`config.mk`:
```
export PLATFORM = sky130hd
export DESIGN_NAME = subtrator_serial_flat
export DESIGN_NICKNAME = d
export VERILOG_FILES = /design/src/rtl/subtrator_pkg.sv /design/src/rtl/subtrator_serial_if.sv /design/src/rtl/subtrator_serial_completo.sv /design/src/rtl/subtrator_serial.sv /design/src/flat_wrapper.sv
export SDC_FILE = /design/constraint.sdc
export NUM_CORES = 1
export LEC_CHECK = 0
export BUFFER_PORTS_ARGS = -buffer_cell sky130_fd_sc_hd__buf_4
export CAP_MARGIN = 20
export CORE_UTILIZATION = 35
export DETAILED_ROUTE_END_ITERATION = 10
export PLACE_DENSITY = 0.53
export SLEW_MARGIN = 20
export SYNTH_ARGS = -nofsm -noshare
export SYNTH_HDL_FRONTEND = slang
export SYNTH_HIERARCHICAL = 1
export SYNTH_SLANG_ARGS = --single-unit
```
`constraint.sdc`:
```
create_clock -name clk -period 1.5 [get_ports clk]
set_input_delay 0.3 -clock clk [delete_from_list [all_inputs] [get_ports clk]]
set_output_delay 0.3 -clock clk [all_outputs]
set_load 0.02 [all_outputs]
```
`src/rtl/subtrator_pkg.sv`:
```
// Shared definitions for the bit-serial subtractor: FSM encoding and counter sizing.
package subtrator_pkg;

    typedef enum logic [1:0] {
        IDLE  = 2'd0,
        SHIFT = 2'd1,
        DONE  = 2'd2
    } state_e;

    // Ceiling log2, never below 1 so a counter always has at least one bit.
    function automatic int unsigned clog2(input int unsigned value);
        int unsigned res;
        res = 0;
        while ((32'd1 << res) < value) begin
            res++;
        end
        return (res == 0) ? 1 : res;
    endfunction

endpackage

```
`src/rtl/subtrator_serial_if.sv`:
```
// Operand/result bundle for subtrator_serial; master issues requests, slave computes.
interface subtrator_serial_if #(
    parameter int unsigned WIDTH = 4
) ();
    logic             start;
    logic [WIDTH-1:0] a;
    logic [WIDTH-1:0] b;
    logic             bin;
    logic [WIDTH-1:0] d;
    logic             bout;
    logic             ovf;
    logic             busy;
    logic             done;

    modport master (
        output start, a, b, bin,
        input  d, bout, ovf, busy, done
    );

    modport slave (
        input  start, a, b, bin,
        output d, bout, ovf, busy, done
    );
endinterface

```
`src/rtl/subtrator_serial_completo.sv`:
```
// Combinational 1-bit full subtractor: d = a - b - bin, bout is the borrow out.
module subtratorCompleto (
    input  logic a,
    input  logic b,
    input  logic bin,
    output logic d,
    output logic bout
);
    assign d    = a ^ b ^ bin;
    assign bout = (~a & b) | (~(a ^ b) & bin);
endmodule

```
`src/rtl/subtrator_serial.sv`:
```
// Bit-serial subtractor: one full-subtractor cell, LSB first, WIDTH cycles per result.
// Optional signed overflow flag enabled by SUBTRATOR_SERIAL_OVF_EN.
module subtrator_serial
    import subtrator_pkg::*;
#(
    parameter int unsigned WIDTH = 4
) (
    input logic               clk,
    input logic               rst_n,
    subtrator_serial_if.slave bus
);
    localparam int unsigned     CW       = clog2(WIDTH);
    localparam logic [CW-1:0]   CNT_LAST = CW'(WIDTH - 1);

    state_e           state_q, state_d;
    logic [WIDTH-1:0] ra_q, rb_q;
    logic [WIDTH-2:0] res_q;
    logic [WIDTH-1:0] d_q;
    logic [CW-1:0]    cnt_q;
    logic             br_q, bout_q;
    logic             load, shift, finish;
    logic             di, bo;
    logic [WIDTH-1:0] res_next;

    subtratorCompleto u_cell (
        .a    (ra_q[0]),
        .b    (rb_q[0]),
        .bin  (br_q),
        .d    (di),
        .bout (bo)
    );

    // Full result once the current bit is shifted in; only the top WIDTH-1 bits are kept.
    assign res_next = {di, res_q};

    always_comb begin
        state_d = state_q;
        load    = 1'b0;
        shift   = 1'b0;
        finish  = 1'b0;
        unique case (state_q)
            IDLE: begin
                if (bus.start) begin
                    load    = 1'b1;
                    state_d = SHIFT;
                end
            end
            SHIFT: begin
                shift = 1'b1;
                if (cnt_q == CNT_LAST) begin
                    finish  = 1'b1;
                    state_d = DONE;
                end
            end
            DONE: begin
                if (bus.start) begin
                    load    = 1'b1;
                    state_d = SHIFT;
                end else begin
                    state_d = IDLE;
                end
            end
            default: state_d = IDLE;
        endcase
    end

    always_ff @(posedge clk or negedge rst_n) begin
        if (!rst_n) begin
            state_q <= IDLE;
            ra_q    <= '0;
            rb_q    <= '0;
            res_q   <= '0;
            br_q    <= 1'b0;
            cnt_q   <= '0;
            d_q     <= '0;
            bout_q  <= 1'b0;
        end else begin
            state_q <= state_d;
            if (load) begin
                ra_q  <= bus.a;
                rb_q  <= bus.b;
                br_q  <= bus.bin;
                cnt_q <= '0;
            end else if (shift) begin
                ra_q  <= ra_q >> 1;
                rb_q  <= rb_q >> 1;
                br_q  <= bo;
                cnt_q <= cnt_q + CW'(1);
                res_q <= res_next[WIDTH-1:1];
            end
            if (finish) begin
                d_q    <= res_next;
                bout_q <= bo;
            end
        end
    end

`ifdef SUBTRATOR_SERIAL_OVF_EN
    logic sb_q, ovf_q;

    // On the last bit ra_q[0] is the original sign of a and di is the result sign.
    always_ff @(posedge clk or negedge rst_n) begin
        if (!rst_n) begin
            sb_q  <= 1'b0;
            ovf_q <= 1'b0;
        end else begin
            if (load) begin
                sb_q <= bus.b[WIDTH-1];
            end
            if (finish) begin
                ovf_q <= (ra_q[0] != sb_q) && (di != ra_q[0]);
            end
        end
    end

    assign bus.ovf = ovf_q;
`else
    assign bus.ovf = 1'b0;
`endif

    assign bus.d    = d_q;
    assign bus.bout = bout_q;
    assign bus.busy = (state_q == SHIFT);
    assign bus.done = (state_q == DONE);

endmodule

```
`src/flat_wrapper.sv`:
```
// flat-port wrapper written by rule: the top's interface ports become plain ports
module subtrator_serial_flat import subtrator_pkg::*;
#(
    parameter int unsigned WIDTH = 4
)
  (clk, rst_n, bus_start, bus_a, bus_b, bus_bin, bus_d, bus_bout, bus_ovf, bus_busy, bus_done);
  subtrator_serial_if #(.WIDTH(WIDTH)) bus_i ();
  input logic clk;
  input logic rst_n;
  input wire logic [$bits(bus_i.start)-1:0] bus_start;
  input wire logic [$bits(bus_i.a)-1:0] bus_a;
  input wire logic [$bits(bus_i.b)-1:0] bus_b;
  input wire logic [$bits(bus_i.bin)-1:0] bus_bin;
  output wire logic [$bits(bus_i.d)-1:0] bus_d;
  output wire logic [$bits(bus_i.bout)-1:0] bus_bout;
  output wire logic [$bits(bus_i.ovf)-1:0] bus_ovf;
  output wire logic [$bits(bus_i.busy)-1:0] bus_busy;
  output wire logic [$bits(bus_i.done)-1:0] bus_done;
  assign bus_i.start = bus_start;
  assign bus_i.a = bus_a;
  assign bus_i.b = bus_b;
  assign bus_i.bin = bus_bin;
  assign bus_d = bus_i.d;
  assign bus_bout = bus_i.bout;
  assign bus_ovf = bus_i.ovf;
  assign bus_busy = bus_i.busy;
  assign bus_done = bus_i.done;
  subtrator_serial #(.WIDTH(WIDTH)) u_core (.clk(clk), .rst_n(rst_n), .bus(bus_i));
endmodule
```
==> metrics.md <==
| Metric | Value |
|---|---|
| RSZ-0062 raised after global routing | `false` |
| Via count | `642` |
| Final min period | `1430 ps` |
| Reg2Reg Depth | `2` |
| Top cells by area, synth | `dfrtp_1 48%, mux2i_1 21%, mux2_4 8.2%, mux2_2 4.1%, buf_4 2.1%` |
| Input/output buffers | `18` |
| Total congestion overflow | `0` |
| 1st-pass router iterations | `7` |
| Placed cell areas | `1230 um2` |
| Largest family of logic cells by synthesized area | `multiplexers` |
| Chip Width | `57.9 um` |
| Xor-xnor portion of the synthesized cell area | `0.802%` |
| CP Class | `register to primary output` |
| Initial antenna violation count | `0` |
| Final WS setup | `68.1 ps` |
| Num CTS Buffers | `3` |
| Clock-pin slew on the worst setup and hold paths | `120 ps` |
| Area Growth Syn to Fin | `16.2%` |
| Seq/Total Area, Yosys | `48.1%` |
| Largest net degree at the start of global routing | `22` |
| First-pass GRT wire length | `2990 um` |
| Slew Viols, Final | `0` |
| Worst EP required | `1200 ps` |
| Period utilization | `95.5%` |
| Later-pin clock latency in the skew report | `300 ps` |
| Post-synth EDFFs | `0` |
| Antenna Violating Nets Remaining | `0` |
| Fmax | `698 MHz` |
| Worst r2r src | `u_core/ra_q[0]` |
| Reg area | `527 um2` |
| Diode count | `0` |
| CTS tree | `built` |
| CORE AREA | `2850 um2` |
| WP data arrival | `1130 ps` |
| Pre-CTS setup slack | `198 ps` |
| Setup violations, final | `0` |
| Setup TNS | `0 ps` |
| Row cnt | `19` |
| Reg-to-Reg End | `u_core/bus.d[3]` |
| Leakage power | `0.651 nW` |
| Post-DP HPWL | `1220 um` |
| Fraction of layout cells with a size suffix above 1 | `36.4%` |
| Routed Wire Length | `1830 um` |
| Vias in the first global route | `652` |
| # clock sinks | `21` |
| Multi-input gate area | `502 um2` |
| I/O Pins | `20` |
| FF-to-FF setup slack | `190 ps` |
| Synth top area share | `48.1%` |
| Mux share of post-synthesis cell area | `33.4%` |
| Max cap viols | `0` |
| Yosys reg bits | `21` |
| Status | `finished, violations left` |
| First-iteration detailed-routing DRC count | `10` |
| Most used DFF post-synth | `dfrtp_1` |
| DIE AREA | `3350 um2` |
| H-tree depth | `1` |
| Final Hold Fails | `0` |
| Fillcell total | `280` |
| CTS Buffer Depth | `2` |
| Distinct cell type count after synthesis | `21` |
| Die height | `57.9 um` |
| Initial Util | `38.3%` |
| Mapped Area | `1090 um2` |
| Root Buffer | `clkbuf_4` |
| Failing checks | `DRC` |
| Max Fanout on Critical Path | `6` |
| Post-synthesis cell count | `80` |
| Syn avg cell area | `13.7 um2` |
| Min-Delay Path Class | `input pin to register` |
| DRC violations left | `1` |
| Setup crit start | `u_core/state_q[1]` |
| Synth area leader | `dfrtp_1` |
| Hold Path Cell Cnt | `3` |
| PD cells | `2030 nW/um2` |
| Hold Path Sink | `u_core/ra_q[2]` |
| Synth warnings | `6` |
| Post-route cell area | `1270 um2` |
| Simple-gate share of the synthesized area | `5.96%` |
| Maximum vdd drop | `796 uV` |
| Mapped Nets | `94` |
| Final nets | `114` |
| Crit start category | `register` |
| WL/cell | `14.1 um` |
| Most common cell in the netlist | `mux2i_1` |
| Hold wc startpoint | `bus_a[2]` |
| Synth Area in Adders | `2.98%` |
| CP Capture Type | `primary output` |
| Post-synthesis compound-gate area fraction | `2.41%` |
| Placer Congestion | `0.672` |
| Post-CTS Setup Bufs | `0` |
| Async set-reset flop share out of synthesis | `100%` |
| Synth top cells by count | `23 x mux2i_1, 21 x dfrtp_1, 6 x mux2_4, 4 x inv_1, 4 x mux2_2` |
| All-Layer GR Usage | `11.9%` |
| Clock skew | `4.76 ps` |
| Vias per cell | `4.94` |
==> worst max-delay path: stages, from the launching register on <==
cell and delay [ps]:
dfrtp_1 480, nor2b_4 190, buf_4 160
==> final cells by class <==
type	count	share of cell area, %
multi-input cells	49	39.5
well taps	31	3.06
clock buffers	4	2.07
inverters	4	1.18
repair buffers	21	12.6
flip-flops and latches	21	41.5
==> logic make-up after synthesis <==
| logic type | after synthesis |
|---|---|
| multiplexers | 33 |
| adder cells (fa/ha/maj) | 2 |
| AND/OR/NAND/NOR | 8 |
| AO/OA/AOI/OAI | 4 |
| XOR/XNOR | 1 |
| other | 1 |
| flip-flops | 21 |
| buffers and inverters | 10 |
==> metrics by stage <==
step	cells	hold WS [ps]	util, %	total power, mW
finish	130	275	44.5	2.58
floorplan	80	4.41	-	2.02
global route	130	287	44.5	2.76
CTS	130	274	44.4	2.61
detailed placement	125	204	43.2	2.33
global placement	125	206	43.2	2.29
==> layer usage <==
layer  GRT usage [%]  wire [um]  up-vias
met5               0          0        -
met4            2.04         19        0
met3            4.24         78        2
met2            19.2        875       14
met1            15.6        859      315
li1                -          -      311
==> registers in the layout, indices dropped and copies added, names as in the netlist <==
signal	flops
u_core/res_q	3
u_core/br_q	1
u_core/ra_q	4
u_core/cnt_q	2
u_core/bus.bout	1
u_core/state_q	2
u_core/rb_q	4
u_core/bus.d	4
==> worst max path at each step <==
| stage | end | slack, ps | cells past startpoint |
|---|---|---|---|
| after global routing | bus_busy | 4 | 2 |
| final | bus_busy | 70 | 2 |
| after global placement | u_core/bus.d[3] | 230 | 3 |
| after CTS | bus_busy | 40 | 2 |
| after detailed placement | u_core/bus.d[3] | 200 | 2 |
| after floorplan | u_core/bus.d[3] | 240 | 2 |
==> repair_timing <==
| action | in CTS | in global routing |
|---|---|---|
| setup endpoints to repair | 0 | 1 |
| hold endpoints to repair | 21 | 0 |
| hold buffers | 1 | 0 |
| gates resized for setup | 0 | 1 |
==> cell usage in the layout (no fill, tap or decap) <==
cell type,instances
dlygate4sd3_1,1
nor2b_1,1
xnor2_1,1
nand3b_4,1
o21ai_0,2
inv_1,4
mux2_4,6
mux2_2,4
fa_1,1
dfrtp_2,1
clkbuf_4,3
dfrtp_1,20
a22o_1,1
nor2_1,2
nor3b_1,1
a21o_1,1
ha_1,1
nand3_1,2
mux2i_1,23
clkbuf_1,1
nor2b_4,1
buf_4,20
conb_1,1
==> where the power goes <==
group          internal [mW]  switching, mW
Sequential             0.834          0.206
Clock                  0.104          0.172
Combinational          0.722          0.538
Total                   1.66          0.916
Note: power is estimated with default switching activity, not from simulation.
